[src/rtl/muldiv_pkg.sv]
`default_nettype none
// ============================================================================
// Module      : muldiv_pkg
// Description : Operation and state encodings shared by the mul/div engine.
// Revision    : 1.0
// ============================================================================
package muldiv_pkg;

    localparam logic [2:0] OP_NOP   = 3'd0;
    localparam logic [2:0] OP_MULT  = 3'd1;
    localparam logic [2:0] OP_MULTU = 3'd2;
    localparam logic [2:0] OP_DIV   = 3'd3;
    localparam logic [2:0] OP_DIVU  = 3'd4;

    localparam int STATE_W = 2;

    typedef enum logic [STATE_W-1:0] {
        S_IDLE = 2'd0,
        S_MUL  = 2'd1,
        S_DIV  = 2'd2,
        S_FIX  = 2'd3
    } state_t;

    function automatic logic op_is_valid(input logic [2:0] op);
        return (op == OP_MULT) || (op == OP_MULTU) || (op == OP_DIV) || (op == OP_DIVU);
    endfunction

    function automatic logic op_is_mul(input logic [2:0] op);
        return (op == OP_MULT) || (op == OP_MULTU);
    endfunction

    function automatic logic op_is_signed(input logic [2:0] op);
        return (op == OP_MULT) || (op == OP_DIV);
    endfunction

endpackage
`default_nettype wire

[src/rtl/muldiv_if.sv]
`default_nettype none
// ============================================================================
// Module      : muldiv_if
// Description : Request/result bundle between execute stage and mul/div engine.
// Revision    : 1.0
// ============================================================================
interface muldiv_if #(
    parameter int WIDTH = 32
);
    logic             start;
    logic [2:0]       op;
    logic [WIDTH-1:0] a;
    logic [WIDTH-1:0] b;
    logic             flush;
    logic             stall;
    logic             done;
    logic [WIDTH-1:0] hi;
    logic [WIDTH-1:0] lo;

    modport master (
        output start, op, a, b, flush,
        input  stall, done, hi, lo
    );

    modport slave (
        input  start, op, a, b, flush,
        output stall, done, hi, lo
    );
endinterface
`default_nettype wire

[src/rtl/muldiv_unit_div_iter.sv]
`default_nettype none
// ============================================================================
// Module      : div_iter
// Description : One combinational restoring-division step on magnitudes.
// Revision    : 1.0
// ============================================================================
module div_iter #(
    parameter int WIDTH = 32
) (
    input  wire  [WIDTH-1:0] i_rem,
    input  wire  [WIDTH-1:0] i_quo,
    input  wire  [WIDTH-1:0] i_div,
    output logic [WIDTH-1:0] o_rem,
    output logic [WIDTH-1:0] o_quo
);

    logic [WIDTH:0] w_shift;
    logic [WIDTH:0] w_diff;

    // The dividend is shifted out of the quotient register MSB-first.
    always_comb begin
        w_shift = {i_rem, i_quo[WIDTH-1]};
        w_diff  = w_shift - {1'b0, i_div};
        if (!w_diff[WIDTH]) begin
            o_rem = w_diff[WIDTH-1:0];
            o_quo = {i_quo[WIDTH-2:0], 1'b1};
        end else begin
            o_rem = w_shift[WIDTH-1:0];
            o_quo = {i_quo[WIDTH-2:0], 1'b0};
        end
    end

endmodule
`default_nettype wire

[src/rtl/muldiv_unit.sv]
`default_nettype none
// ============================================================================
// Module      : muldiv_unit
// Description : Multi-cycle signed/unsigned multiply/divide with stall/flush.
//               Optional macro MULDIV_EARLY_OUT_EN: trivial divides skip DIV.
// Revision    : 1.0
// ============================================================================
module muldiv_unit
    import muldiv_pkg::*;
#(
    parameter int WIDTH      = 32,
    parameter int MUL_STAGES = 2
) (
    input wire      clk,
    input wire      rst,
    muldiv_if.slave bus
);

    localparam int CNT_MAX = (WIDTH > MUL_STAGES) ? WIDTH : MUL_STAGES;
    localparam int CNT_W   = $clog2(CNT_MAX + 1);
    localparam logic [CNT_W-1:0] c_div_cnt = CNT_W'(WIDTH - 1);
    localparam logic [CNT_W-1:0] c_mul_cnt = CNT_W'((MUL_STAGES > 1) ? MUL_STAGES - 2 : 0);

    state_t             r_state;
    logic [CNT_W-1:0]   r_cnt;
    logic [WIDTH-1:0]   r_a;
    logic [WIDTH-1:0]   r_b;
    logic               r_signed;
    logic               r_is_mul;
    logic               r_div_zero;
    logic               r_q_neg;
    logic               r_r_neg;
    logic [WIDTH-1:0]   r_rem;
    logic [WIDTH-1:0]   r_quo;
    logic [WIDTH-1:0]   r_dvs;
    logic [WIDTH-1:0]   r_hi;
    logic [WIDTH-1:0]   r_lo;

    logic               w_valid;
    logic               w_accept;
    logic               w_busy;
    logic               w_done;
    logic               w_op_signed;
    logic               w_a_neg;
    logic               w_b_neg;
    logic [WIDTH-1:0]   w_abs_a;
    logic [WIDTH-1:0]   w_abs_b;
    logic [WIDTH-1:0]   w_nrem;
    logic [WIDTH-1:0]   w_nquo;
    logic [2*WIDTH-1:0] w_mul_a;
    logic [2*WIDTH-1:0] w_mul_b;
    logic [2*WIDTH-1:0] w_prod;
    logic [2*WIDTH-1:0] w_mul_res;
    logic [WIDTH-1:0]   w_q_fix;
    logic [WIDTH-1:0]   w_r_fix;
    logic [WIDTH-1:0]   w_res_hi;
    logic [WIDTH-1:0]   w_res_lo;

    assign w_valid     = op_is_valid(bus.op);
    assign w_accept    = !rst && !bus.flush && (r_state == S_IDLE) && bus.start && w_valid;
    assign w_busy      = (r_state == S_MUL) || (r_state == S_DIV);
    assign w_op_signed = op_is_signed(bus.op);
    assign w_a_neg     = w_op_signed && bus.a[WIDTH-1];
    assign w_b_neg     = w_op_signed && bus.b[WIDTH-1];
    assign w_abs_a     = w_a_neg ? -bus.a : bus.a;
    assign w_abs_b     = w_b_neg ? -bus.b : bus.b;

`ifdef MULDIV_EARLY_OUT_EN
    logic w_early;
    assign w_early = (bus.b == '0) || (w_abs_a < w_abs_b);
`endif

    // Sign-extending to 2*WIDTH makes the low half of an unsigned product the
    // correct two's-complement result, so one multiplier serves both modes.
    assign w_mul_a = {{WIDTH{r_signed & r_a[WIDTH-1]}}, r_a};
    assign w_mul_b = {{WIDTH{r_signed & r_b[WIDTH-1]}}, r_b};
    assign w_prod  = w_mul_a * w_mul_b;

    generate
        if (MUL_STAGES > 1) begin : g_mul_pipe
            logic [2*WIDTH-1:0] r_pipe [MUL_STAGES-1];
            always_ff @(posedge clk) begin
                r_pipe[0] <= w_prod;
                for (int i = 1; i < MUL_STAGES - 1; i++) begin
                    r_pipe[i] <= r_pipe[i-1];
                end
            end
            assign w_mul_res = r_pipe[MUL_STAGES-2];
        end else begin : g_mul_comb
            assign w_mul_res = w_prod;
        end
    endgenerate

    div_iter #(
        .WIDTH (WIDTH)
    ) u_div_iter (
        .i_rem (r_rem),
        .i_quo (r_quo),
        .i_div (r_dvs),
        .o_rem (w_nrem),
        .o_quo (w_nquo)
    );

    assign w_q_fix  = r_q_neg ? -r_quo : r_quo;
    assign w_r_fix  = r_r_neg ? -r_rem : r_rem;
    assign w_res_hi = r_is_mul   ? w_mul_res[2*WIDTH-1:WIDTH] :
                      r_div_zero ? r_a : w_r_fix;
    assign w_res_lo = r_is_mul   ? w_mul_res[WIDTH-1:0] :
                      r_div_zero ? {WIDTH{1'b1}} : w_q_fix;

    // The result is presented during FIX and only committed if not flushed,
    // so a flush in the done cycle leaves hi/lo untouched.
    assign w_done    = !rst && !bus.flush && (r_state == S_FIX);
    assign bus.done  = w_done;
    assign bus.stall = w_accept || (!rst && !bus.flush && w_busy);
    assign bus.hi    = w_done ? w_res_hi : r_hi;
    assign bus.lo    = w_done ? w_res_lo : r_lo;

    always_ff @(posedge clk) begin
        if (rst) begin
            r_state    <= S_IDLE;
            r_cnt      <= '0;
            r_a        <= '0;
            r_b        <= '0;
            r_signed   <= 1'b0;
            r_is_mul   <= 1'b0;
            r_div_zero <= 1'b0;
            r_q_neg    <= 1'b0;
            r_r_neg    <= 1'b0;
            r_rem      <= '0;
            r_quo      <= '0;
            r_dvs      <= '0;
            r_hi       <= '0;
            r_lo       <= '0;
        end else if (bus.flush) begin
            r_state <= S_IDLE;
            r_cnt   <= '0;
        end else begin
            case (r_state)
                S_IDLE: begin
                    if (w_accept) begin
                        r_a        <= bus.a;
                        r_b        <= bus.b;
                        r_signed   <= w_op_signed;
                        r_is_mul   <= op_is_mul(bus.op);
                        r_div_zero <= (bus.b == '0);
                        r_q_neg    <= w_a_neg ^ w_b_neg;
                        r_r_neg    <= w_a_neg;
                        r_rem      <= '0;
                        r_quo      <= w_abs_a;
                        r_dvs      <= w_abs_b;
                        if (op_is_mul(bus.op)) begin
                            r_cnt   <= c_mul_cnt;
                            r_state <= (MUL_STAGES > 1) ? S_MUL : S_FIX;
                        end else begin
                            r_cnt   <= c_div_cnt;
                            r_state <= S_DIV;
`ifdef MULDIV_EARLY_OUT_EN
                            if (w_early) begin
                                // Quotient 0, remainder |a|: FIX restores a's sign.
                                r_rem   <= w_abs_a;
                                r_quo   <= '0;
                                r_state <= S_FIX;
                            end
`endif
                        end
                    end
                end
                S_MUL: begin
                    if (r_cnt == '0) begin
                        r_state <= S_FIX;
                    end else begin
                        r_cnt <= r_cnt - CNT_W'(1);
                    end
                end
                S_DIV: begin
                    r_rem <= w_nrem;
                    r_quo <= w_nquo;
                    if (r_cnt == '0) begin
                        r_state <= S_FIX;
                    end else begin
                        r_cnt <= r_cnt - CNT_W'(1);
                    end
                end
                S_FIX: begin
                    r_hi    <= w_res_hi;
                    r_lo    <= w_res_lo;
                    r_state <= S_IDLE;
                end
                default: r_state <= S_IDLE;
            endcase
        end
    end

endmodule
`default_nettype wire
[src/flat_wrapper.sv]
// flat-port wrapper written by rule: the top's interface ports become plain ports
module muldiv_unit_flat import muldiv_pkg::*;
#(
    parameter int WIDTH      = 32,
    parameter int MUL_STAGES = 2
)
  (clk, rst, bus_start, bus_op, bus_a, bus_b, bus_flush, bus_stall, bus_done, bus_hi, bus_lo);
  muldiv_if #(.WIDTH(WIDTH)) bus_i ();
  input wire clk;
  input wire rst;
  input wire logic [$bits(bus_i.start)-1:0] bus_start;
  input wire logic [$bits(bus_i.op)-1:0] bus_op;
  input wire logic [$bits(bus_i.a)-1:0] bus_a;
  input wire logic [$bits(bus_i.b)-1:0] bus_b;
  input wire logic [$bits(bus_i.flush)-1:0] bus_flush;
  output wire logic [$bits(bus_i.stall)-1:0] bus_stall;
  output wire logic [$bits(bus_i.done)-1:0] bus_done;
  output wire logic [$bits(bus_i.hi)-1:0] bus_hi;
  output wire logic [$bits(bus_i.lo)-1:0] bus_lo;
  assign bus_i.start = bus_start;
  assign bus_i.op = bus_op;
  assign bus_i.a = bus_a;
  assign bus_i.b = bus_b;
  assign bus_i.flush = bus_flush;
  assign bus_stall = bus_i.stall;
  assign bus_done = bus_i.done;
  assign bus_hi = bus_i.hi;
  assign bus_lo = bus_i.lo;
  muldiv_unit #(.WIDTH(WIDTH), .MUL_STAGES(MUL_STAGES)) u_core (.clk(clk), .rst(rst), .bus(bus_i));
endmodule
[config.mk]
export PLATFORM = sky130hd
export DESIGN_NAME = muldiv_unit_flat
export DESIGN_NICKNAME = d
export VERILOG_FILES = /design/src/rtl/muldiv_pkg.sv /design/src/rtl/muldiv_if.sv /design/src/rtl/muldiv_unit_div_iter.sv /design/src/rtl/muldiv_unit.sv /design/src/flat_wrapper.sv
export SDC_FILE = /design/constraint.sdc
export NUM_CORES = 2
export LEC_CHECK = 0
export BUFFER_PORTS_ARGS = -buffer_cell sky130_fd_sc_hd__buf_2
export CORE_MARGIN = 5
export CORE_UTILIZATION = 35
export DETAILED_ROUTE_END_ITERATION = 10
export PLACE_DENSITY = 0.49
export REMOVE_ABC_BUFFERS = 1
export SLEW_MARGIN = 20
export SYNTH_ARGS = -nofsm -noshare
export SYNTH_HDL_FRONTEND = slang
export SYNTH_SLANG_ARGS = --single-unit
[constraint.sdc]
create_clock -name clk -period 9.02 [get_ports clk]
set_input_delay 1.804 -clock clk [delete_from_list [all_inputs] [get_ports clk]]
set_output_delay 1.804 -clock clk [all_outputs]
set_load 0.01 [all_outputs]
==> impl_metrics.tcl <==
set metrics [dict create \
    dp_cells 8152 \
    syn_area_um2 53700 \
    stdcell_count 8232 \
    core_area_um2 152000 \
    synth_area_per_cell_um2 8.64 \
    crit_family "adder cells" \
    start_util_pct 35.3 \
    cp_slowest_cell "dfxtp_1" \
    switching_share_pct 32.2 \
    synth.area.top_cells "fa_1, dfxtp_1, inv_1" \
    drv_slew 0 \
    postPlaceCellArea_um2 56900 \
    boundaryPins 137 \
    max_stage_delay_ps 950 \
    cts-buffers-inserted 41 \
    cts.clk_slew.worst_paths_ps 60 \
    ys_seq_area_share_pct 11.2 \
    crit_path_start_kind "flip-flop" \
    drt_iter0_markers 2808 \
    clock_latency_ps 630 \
    die_x_um 402 \
    fin_crit_sh_pct 97.1 \
    rr_startpoint "u_core.r_a[9]$_SDFFE_PP0P_" \
    fillers 15500 \
    synth_edf_count 0 \
    rsz0062_at_grt "no" \
    wire_per_inst_um 23.1 \
    critPathKind "flip-flop to flip-flop" \
    async_reset_ff_share_pct 0 \
    finClkSkew_ps 33.3 \
    slew_headroom_pct 24.7 \
    peakVddDrop_mv 0.127 \
    drc 0 \
    antenna_found_initial 9 \
    grt_pass1_vias 45000 \
    fp.dieH_um 402 \
    multi_input_area_um2 41900 \
    worstPathRequired_ps 9500 \
    vias_per_cell 5.13 \
    synth_warnings 0 \
    cp.arrival_ps 9240 \
    crit_path_cell_trace "buf_4 -> and2_1 -> fa_1 -> fa_1 -> inv_1 -> fa_1 -> fa_1 -> inv_1 -> fa_1 -> fa_1 -> fa_1 -> inv_1 -> fa_1 -> inv_1 -> ha_1 -> a21oi_1 -> o21ai_0 -> a31oi_1 -> nor4_1 -> o311ai_0 -> and2_1 -> a21oi_1 -> o2111ai_1 -> nor3b_1" \
    clock.fmax_mhz 114 \
    gp_congestion 0.960 \
    syn_inst 6214 \
    status "finished clean" \
    critPathBufInv 5 \
    cts-resized-gates 0 \
    synthFlopType "dfxtp_1" \
    maxCapViolCount 0 \
    drive_gt1_share_pct 6.71 \
    leakage_nw 28.0 \
    yosysTopAreaCellShare_pct 42.0 \
    vias 42200 \
    fp-row-count 143 \
    postCtsSetupRepairBufs 0 \
    seqCellArea_um2 6020 \
    internal-power_w 0.00257 \
    clock-root-buffer "clkbuf_16" \
    pwr-share-seq_pct 37.0 \
    hp-class "flip-flop to flip-flop" \
    p_per_area_nw_per_um2 65.0 \
    ys_types 75 \
    setup_tns_ps 0 \
    hold_violations 0 \
    grt_pass1_wl_mm 291 \
    grt_usage_pct 23.7 \
    area_growth_pct 8.60 \
    pwr-share-clk_pct 47.0 \
    worstHoldStart "u_core.r_lo[27]$_SDFFE_PP0P_" \
    grt-ovfl-total 0 \
    wl_mm 190 \
    cts_sinks 300 \
    die-area_um2 161000 \
    endpoint_kind "flip-flop" \
    finalSetupViolations 0 \
    dp_hpwl_mm 150 \
    p_switching_w 0.00122 \
    fin_ws_ps 264 \
    synth-seq-cells 300 \
    grt_start_max_net_pins 82 \
    cpMostUsedCell "fa_1" \
    dpl_worst_slack_ps 203 \
    dr.pass1.iters 6 \
    startpoint "u_core.r_a[9]$_SDFFE_PP0P_" \
    fin_crit_ps 8760 \
    layout.nets 7616 \
    ctsHoldBuffers 0 \
    combPwrFrac_pct 16.0 \
    finalInstanceArea_um2 58300 \
    crit_path_max_fanout 18 \
    port-buffer-count 136 \
    clockBufferDepth 3 \
    yosysTopAreaCell "fa_1" \
    cts_tree "done" \
    tightest_slew_ps 1130 \
    htree_num_levels 2 \
    antenna_left 0 \
]
==> routing by layer <==
metal  track usage (%)  routed length (µm)
met1              32.3               83500
met2              38.5               87400
met3              3.87               11900
met4              7.85                7520
met5                 0                  13
==> flip-flops by register name, indices dropped and copies added (netlist names) <==
name and flops:
u_core.r_div_zero 1, u_core.r_cnt 6, u_core.r_lo 32, u_core.g_mul_pipe.r_pipe 64
u_core.r_dvs 32, u_core.r_q_neg 1, u_core.r_signed 1, u_core.r_a 32
u_core.r_r_neg 1, u_core.r_is_mul 1, u_core.r_b 31, u_core.r_state 2
u_core.r_hi 32, u_core.r_rem 32, u_core.r_quo 32
==> cell type report <==
type | count | share of cell area [%]
Sequential cell | 300 | 10.3
Tap cell | 2030 | 4.35
Antenna cell | 6 | 0.0257
Inverter | 1159 | 7.46
Clock buffer | 57 | 2.00
Multi-Input combinational cell | 4371 | 71.9
Clock inverter | 16 | 0.408
Timing Repair Buffer | 293 | 3.53
==> worst min-delay path, stage by stage (launching register included) <==
cell and delay [ps]:
dfxtp_1 310, nand2_1 50, nand2_1 40
==> cells in the final DEF, fill, tap and decap left out, types with 40 or more instances in the layout <==
cell and instances:
xnor2_1 112, and2_1 375, nand2_1 1083, inv_1 1158, nand3_1 94, buf_4 143
buf_2 135, ha_1 252, nor2_1 176, a21oi_1 262, dfxtp_1 291, clkbuf_16 41
o21ai_0 169, a211oi_1 40, xor2_1 112, a21o_1 173, fa_1 1125
==> per-stage QoR <==
| step | hold WS (ps) | power, W | utilization (%) |
|---|---|---|---|
| final | 444 | 0.00379 | 38.3 |
| after global routing | 458 | 0.00394 | 38.3 |
| after CTS | 444 | 0.00383 | 38.3 |
| after detailed placement | 435 | 0.00203 | 37.4 |
| after global placement | 430 | 0.00203 | 37.4 |
| after floorplan | 423 | 0.00174 | - |
==> synthesized netlist by cell type (all sizes together) (40+ instances only) <==
cell type  count
nor2         180
inv         1159
and2         377
a211oi        40
nand3         94
a21oi        263
nand2       1086
ha           253
a21o         173
o21ai        174
xnor2        113
fa          1126
xor2         113
clkbuf       368
dfxtp        300
==> power groups by stage <==
stage	logic (W)	clock network [W]	registers (W)
4_1_cts	0.000603	0.00183	0.00140
5_1_grt	0.000656	0.00188	0.00140
2_1_floorplan	0.000314	0	0.00143
3_5_place_dp	0.000600	0	0.00143
6_report	0.000606	0.00178	0.00140
3_3_place_gp	0.000599	0	0.00143
==> logic make-up after synthesis <==
| kind of cell | share of synthesized area (%) |
|---|---|
| simple gates | 16.3 |
| buf+inv | 10.8 |
| fa+ha+maj | 47.9 |
| compound gates | 9.62 |
| flops | 11.2 |
| xor+xnor | 3.73 |
| mux | 0.466 |
==> final timing paths <==
check	cells after the start	slack (ps)	endpoint
hold reg to reg	2	440	u_core.r_lo[27]$_SDFFE_PP0P_
setup / recovery	24	260	u_core.g_mul_pipe.r_pipe[0][63]$_DFF_P_
setup reg to reg	24	260	u_core.g_mul_pipe.r_pipe[0][63]$_DFF_P_
hold / removal	2	440	u_core.r_lo[27]$_SDFFE_PP0P_
Power figures use the tool's default switching activity.
